$ cat src/rtl/uart_rx_oversampled.sv
// 8N1 UART receiver timed by a 16x oversampling strobe, with a one-entry valid/ready holding register.
// Latency: byte presented 1 clk after the stop-bit centre tick; frame_error_p/overrun_p pulse on that same clock.
// Backpressure: a single byte is held until accepted; a byte completing while the holder is full is dropped (overrun_p).
module uart_rx_oversampled #(
    parameter int DATA_BITS   = 8,
    parameter int OVERSAMPLE  = 16,
    parameter int SYNC_STAGES = 2
) (
    input  logic                 clk210_p,
    input  logic                 reset_p,
    input  logic                 baud_16_x_p,
    input  logic                 rx_serial_p,
    output logic [DATA_BITS-1:0] rx_data_p,
    output logic                 rx_valid_p,
    input  logic                 rx_ready_p,
    output logic                 frame_error_p,
    output logic                 overrun_p,
    output logic                 rx_busy_p
);

    typedef enum logic [1:0] {
        IDLE  = 2'd0,
        START = 2'd1,
        DATA  = 2'd2,
        STOP  = 2'd3
    } state_t;

    localparam logic [3:0] HALF_TICK = 4'(OVERSAMPLE / 2 - 1);
    localparam logic [3:0] LAST_TICK = 4'(OVERSAMPLE - 1);
    localparam logic [2:0] LAST_BIT  = 3'(DATA_BITS - 1);

    state_t                 state;
    logic [3:0]             tick_cnt;
    logic [2:0]             bit_cnt;
    logic [DATA_BITS-1:0]   shift_q;
    logic [SYNC_STAGES-1:0] sync_q;
    logic                   rxs;
    logic                   byte_ok;
    logic                   accept;

    assign rxs = sync_q[SYNC_STAGES-1];

    // A clean byte is complete on the stop-centre tick when the stop bit reads high.
    assign byte_ok = baud_16_x_p && (state == STOP) && (tick_cnt == LAST_TICK) && rxs;
    assign accept  = rx_valid_p && rx_ready_p;

    // Pin synchroniser; runs every clock and resets to the idle-high level.
    always_ff @(posedge clk210_p) begin
        if (reset_p) begin
            sync_q <= '1;
        end else begin
            sync_q <= {sync_q[SYNC_STAGES-2:0], rx_serial_p};
        end
    end

    // Frame FSM: advances only on oversampling ticks, single centre sample per bit.
    always_ff @(posedge clk210_p) begin
        if (reset_p) begin
            state         <= IDLE;
            tick_cnt      <= '0;
            bit_cnt       <= '0;
            shift_q       <= '0;
            frame_error_p <= 1'b0;
            rx_busy_p     <= 1'b0;
        end else begin
            frame_error_p <= 1'b0;
            if (baud_16_x_p) begin
                case (state)
                    IDLE: begin
                        if (!rxs) begin
                            state     <= START;
                            tick_cnt  <= '0;
                            rx_busy_p <= 1'b1;
                        end
                    end
                    START: begin
                        if (tick_cnt == HALF_TICK) begin
                            tick_cnt <= '0;
                            if (!rxs) begin
                                state   <= DATA;
                                bit_cnt <= '0;
                            end else begin
                                // Line went back high before mid-bit: treat as a glitch.
                                state     <= IDLE;
                                rx_busy_p <= 1'b0;
                            end
                        end else begin
                            tick_cnt <= tick_cnt + 4'd1;
                        end
                    end
                    DATA: begin
                        if (tick_cnt == LAST_TICK) begin
                            shift_q  <= {rxs, shift_q[DATA_BITS-1:1]};
                            tick_cnt <= '0;
                            if (bit_cnt == LAST_BIT) begin
                                state   <= STOP;
                                bit_cnt <= '0;
                            end else begin
                                bit_cnt <= bit_cnt + 3'd1;
                            end
                        end else begin
                            tick_cnt <= tick_cnt + 4'd1;
                        end
                    end
                    STOP: begin
                        if (tick_cnt == LAST_TICK) begin
                            // Return at stop centre so a back-to-back start edge is caught.
                            state         <= IDLE;
                            tick_cnt      <= '0;
                            rx_busy_p     <= 1'b0;
                            frame_error_p <= !rxs;
                        end else begin
                            tick_cnt <= tick_cnt + 4'd1;
                        end
                    end
                    default: begin
                        state     <= IDLE;
                        tick_cnt  <= '0;
                        bit_cnt   <= '0;
                        rx_busy_p <= 1'b0;
                    end
                endcase
            end
        end
    end

    // Holding register: load when empty or being drained this clock, else drop and flag overrun.
    always_ff @(posedge clk210_p) begin
        if (reset_p) begin
            rx_data_p  <= '0;
            rx_valid_p <= 1'b0;
            overrun_p  <= 1'b0;
        end else begin
            overrun_p <= 1'b0;
            if (byte_ok && (!rx_valid_p || accept)) begin
                rx_data_p  <= shift_q;
                rx_valid_p <= 1'b1;
            end else if (byte_ok) begin
                overrun_p <= 1'b1;
            end else if (accept) begin
                rx_valid_p <= 1'b0;
            end
        end
    end

endmodule

$ cat config.mk
export PLATFORM = sky130hd
export DESIGN_NAME = uart_rx_oversampled
export DESIGN_NICKNAME = d
export VERILOG_FILES = /design/src/rtl/uart_rx_oversampled.sv
export SDC_FILE = /design/constraint.sdc
export NUM_CORES = 1
export LEC_CHECK = 0
export ABC_AREA = 0
export BUFFER_PORTS_ARGS = -buffer_cell sky130_fd_sc_hd__buf_2
export CORE_AREA = 2 2 51 53
export CTS_BUF_LIST = sky130_fd_sc_hd__clkbuf_16
export CTS_CLUSTER_SIZE = 12
export DETAILED_ROUTE_END_ITERATION = 16
export DIE_AREA = 0 0 53 55
export GPL_TIMING_DRIVEN = 1
export PLACE_DENSITY_LB_ADDON = 0.08
export SETUP_SLACK_MARGIN = 0.3
export SYNTH_ARGS = -nofsm -noshare
export SYNTH_HDL_FRONTEND = slang
export SYNTH_SLANG_ARGS = --single-unit
$ cat constraint.sdc
create_clock -name clk210_p -period 4.5 [get_ports clk210_p]
set_input_delay 0.675 -clock clk210_p [delete_from_list [all_inputs] [get_ports clk210_p]]
set_output_delay 0.675 -clock clk210_p [all_outputs]
set_load 0.05 [all_outputs]
* Yosys cells after proc, flatten, opt, wreduce, memory -nomap -nowiden
Index checks and enable logic that the tools add are counted.
** Operators by class
- Add/subtract/negate cells :: 2
- Eq/ne operators :: 14
- Multiplexer cells :: 25
- Bitwise operators :: 3
- Reductions and logical operators :: 21
** Operators with widths (count)
- 2-bit two-way mux :: 6
- 3-bit two-way mux :: 4
- 4-bit two-way mux :: 3
- 2-bit != test (second input constant) :: 6
- 4-bit one-hot mux with 3 select lines :: 1
- 6-bit AND reduction :: 2
- 1-bit two-way mux :: 8
- 2-bit one-hot mux with 4 select lines :: 1
- 3-bit one-hot mux with 2 select lines :: 1
- 1-bit logical AND :: 5
- 5-bit AND reduction :: 1
- 4-bit by 1-bit adder with 4-bit output (second input constant) :: 1
- 2-bit == test (second input constant) :: 2
- 4-bit by 3-bit == test with 1-bit output (second input constant) :: 1
- 4-bit == test (second input constant) :: 1
- 2-bit by 1-bit != test with 1-bit output (second input constant) :: 2
- 2-bit AND reduction :: 2
- 2-bit nonzero test :: 2
- 2-bit OR reduction :: 2
- 4-bit OR reduction :: 1
- 3-bit by 1-bit adder with 3-bit output (second input constant) :: 1
- 3-bit == test (second input constant) :: 1
- 1-bit NOT :: 3
- 1-bit one-hot mux with 3 select lines :: 1
- other kinds (6) :: 7
** Storage, ports and cells
- Flip-flop bits (word level) :: 31
- Input bits :: 5

* Longest topological paths before layout
- Word-level depth :: 7
- Gate-level depth with buffers :: 6

* Worst setup path after synthesis
No wires, ideal clock.
- Path kind :: in2reg
- From :: input port baud_16_x_p
- To :: register rx_data_p[0]
- Library setup time :: 128 ps
- Arrival :: 1658 ps
- Setup slack :: 2715 ps
- Cell stages on the path :: 6
- Buffers on the path :: 2
- Cells stage by stage :: clkbuf_8 -> nand4_4 -> nor4b_2 -> buf_4 -> mux2i_1 -> nor2_1
** On the way
- Longest elaborated chain between the ends :: 4
** Ends and longest elaborated chain
- from (decl) :: line 11 : input logic baud_16_x_p,
- 1-bit logical AND (3 in series) :: line 44 : assign byte_ok = baud_16_x_p && (state == STOP) && (tick_cnt == LAST_TICK) && rxs;
- 1-bit logical AND :: line 135 : if (byte_ok && (!rx_valid_p || accept)) begin
- to (signal assigned) :: line 136 : rx_data_p <= shift_q;
- to (decl) :: line 13 : output logic [DATA_BITS-1:0] rx_data_p,
Every way passes these cells.
A chain may end at the register's enable or synchronous reset.

* Final worst setup path
- From :: register tick_cnt[0]
- To :: register rx_data_p[5]
** On the way
- Longest elaborated chain between the ends :: 4
** Ends and longest elaborated chain
- from (decl) :: line 33 : logic [3:0] tick_cnt;
- from (signal assigned) :: line 88 : tick_cnt <= tick_cnt + 4'd1;
- from (signal assigned) :: line 102 : tick_cnt <= tick_cnt + 4'd1;
- from (signal assigned) :: line 113 : tick_cnt <= tick_cnt + 4'd1;
- 4-bit == test :: line 44
- 1-bit logical AND (2 in series) :: line 44
- 1-bit logical AND :: line 135
Every way passes these cells.

==> results.sh <==
export IMPL_ys_ff_latch=31
export IMPL_yosysWarnings=0
export IMPL_rsz0062_at_grt="no"
export IMPL_via_per_inst=5.404
export IMPL_cp_end_kind="register"
export IMPL_ant_nets=0
export IMPL_status="finished clean"
export IMPL_ctsResizeCount=0
export IMPL_via_count=962
export IMPL_path_class="reg -> reg"
export IMPL_clock_latency_ns=0.28
export IMPL_period_share_pct=53.66
export IMPL_postLayoutSetupSlackWorst_ns=2.085
export IMPL_drv_cap=0
export IMPL_crit_required_ns=4.64
export IMPL_core_region_area_um2=2365
export IMPL_postSynthAreaPerCell_um2=10.46
export IMPL_drt_initial_drc_count=16
export IMPL_drtPass1Iterations=4
export IMPL_period_needed_ns=2.415
export IMPL_gp_congestion=0.8281
export IMPL_antenna_found_initial=0
export IMPL_antenna_cells=0
export IMPL_fp_dieW_um=53
export IMPL_finalPower_uw=612.2
export IMPL_powerDensity_nw_per_um2=393.6
export IMPL_dp_hpwl_um=1746
export IMPL_cts_root_buf="clkbuf_16"
export IMPL_min_path_type="reg -> reg"
export IMPL_cts_hold_buf=0
export IMPL_nets=155
export IMPL_fillers=208
export IMPL_final_max_slew_viol_count=0
export IMPL_worst_setup_path_start_kind="register"
export IMPL_syn_area_um2=1380
export IMPL_cts_sinks=31
export IMPL_reg2reg_depth=5
export IMPL_dp_cells=170
export IMPL_start_util_pct=58.36
export IMPL_synthesis_instances=132
export IMPL_synth_ff_type="dfxtp_1"
export IMPL_fmax_mhz=414.1
export IMPL_setup_tns_ns=0
export IMPL_synthTopCellsByArea="dfxtp_1, mux2i_1, nor2_1"
export IMPL_core_rowCount=18
export IMPL_cts_max_level=2
export IMPL_die_h_um=55
export IMPL_p_leak_nw=0.6019
export IMPL_setup_viol=0
export IMPL_post_cts_buffers=0
export IMPL_synth_cell_types=36
export IMPL_worstPathArrival_ns=2.56
export IMPL_clk_pin_slew_ns=0.05
export IMPL_drive_gt1_share_pct=23.65
export IMPL_yosysSeqAreaShare_pct=44.97
export IMPL_async_reset_ff_share_pct=0
export IMPL_track_usage_pct=20.01
export IMPL_yosysTopAreaCellShare_pct=44.97
export IMPL_die_area_um2=2915
export IMPL_ctsLongestPathBuffers=2
export IMPL_yosys_area_top_type="dfxtp_1"
export IMPL_syn_nets=140
export IMPL_place_ws_ns=1.912
export IMPL_ir_drop_uv=329.3
export IMPL_avgRoutedWirePerCell_um=14.55
export IMPL_grt_start_max_net_pins=32
export IMPL_grt_pass1_wl_um=3967
export IMPL_crit_fanout=8
export IMPL_final_common_cell="dfxtp_1"
export IMPL_area_growth_pct=12.69
export IMPL_numCtsBuffers=5
export IMPL_tightest_slew_ns=1.130
export IMPL_relSlewSlack_pct=24.47
export IMPL_finalHoldViolations=0
export IMPL_skew_ns=0.006428
export IMPL_totalWireLength_um=2590
export IMPL_overflow=0
export IMPL_synth_edff_count=0
export IMPL_layout_common_cells="dfxtp_1, nor2_1, mux2i_1, buf_2"
export IMPL_portBuffers=16
export IMPL_num_io_pins=17
export IMPL_grt_pass1_vias=877
export IMPL_holdPathStages=1
export IMPL_instances_no_fill=178
export IMPL_drc=0
export IMPL_cts_tree="yes"
-- worst paths after layout --
kind | startpoint | endpoint | slack (ns)
setup / recovery | tick_cnt[0]$_SDFFE_PP0P_ | rx_data_p[5]$_SDFFE_PP0P_ | 2.09
hold / removal | sync_q[0]$_SDFF_PP1_ | sync_q[1]$_SDFF_PP1_ | 0.42
setup reg to reg | tick_cnt[0]$_SDFFE_PP0P_ | rx_data_p[5]$_SDFFE_PP0P_ | 2.09
hold reg to reg | sync_q[0]$_SDFF_PP1_ | sync_q[1]$_SDFF_PP1_ | 0.42
-- worst max-delay path, stage by stage, from the launching register on --
cell and delay, ns:
dfxtp_1 0.38, ha_1 0.33, nand4_4 0.20, nor4b_2 1.01
mux2i_1 0.31, nor2_1 0.05
-- kinds of logic (layout without fill, tap and decap cells) --
| group | Yosys count | count (layout) | share of synthesized area [%] |
|---|---|---|---|
| AOI/OAI and AO/OA | 17 | 17 | 9.700 |
| xor gates and xnor gates | 1 | 1 | 1.995 |
| buffers and inverters | 11 | 27 | 6.618 |
| adders and majority gates | 3 | 3 | 2.720 |
| and+or+nand+nor | 50 | 50 | 20.22 |
| DFF | 31 | 31 | 44.97 |
| muxes | 19 | 19 | 13.78 |
-- layout make-up --
class,instances,area (µm²),share of cell area [%]
Timing Repair Buffer,16,80.08,5.149
Multi-Input combinational cell,90,668.1,42.96
Clock buffer,5,125.1,8.045
Clock inverter,3,12.51,0.8045
Inverter,3,11.26,0.7241
Tap cell,30,37.54,2.414
Sequential cell,31,620.6,39.90
-- through the flow --
step,hold WS [ns],util [%],instance area (µm²)
6_report,0.4195,65.77,1555
4_1_cts,0.4245,65.77,1555
3_5_place_dp,0.4099,59.95,1418
3_3_place_gp,0.3941,59.95,1418
5_1_grt,0.4309,65.77,1555
2_1_floorplan,0.3895,-,1380
-- synthesized netlist by cell type, types with 3 or more instances --
master / instances
a21oi_1: 5
nor2_1: 25
nand2_1: 3
ha_1: 3
nand3_1: 3
dfxtp_1: 31
o21ai_0: 3
mux2i_1: 19
or2_2: 4
inv_1: 3
-- state kept, by name, summed over array words and instances, names as in the netlist, named ones only --
signal,flops
rx_valid_p,1
shift_q,8
state,1
tick_cnt,4
rx_data_p,8
sync_q,2
bit_cnt,3
rx_busy_p,1
frame_error_p,1
overrun_p,1
-- power by group --
group,switching (mW),internal (mW)
Clock,0.115,0.199
Sequential,0.00357,0.277
Combinational,0.0118,0.00562
-- layer usage --
metal | vias to the layer above | track usage, % | wire (µm)
met5 | - | 0 | 0
met4 | 0 | 10.68 | 53
met3 | 6 | 7.258 | 81
met2 | 12 | 34.58 | 1301
met1 | 458 | 21.50 | 1154
li1 | 486 | - | -
No activity file was read; power rests on OpenSTA's default activity.
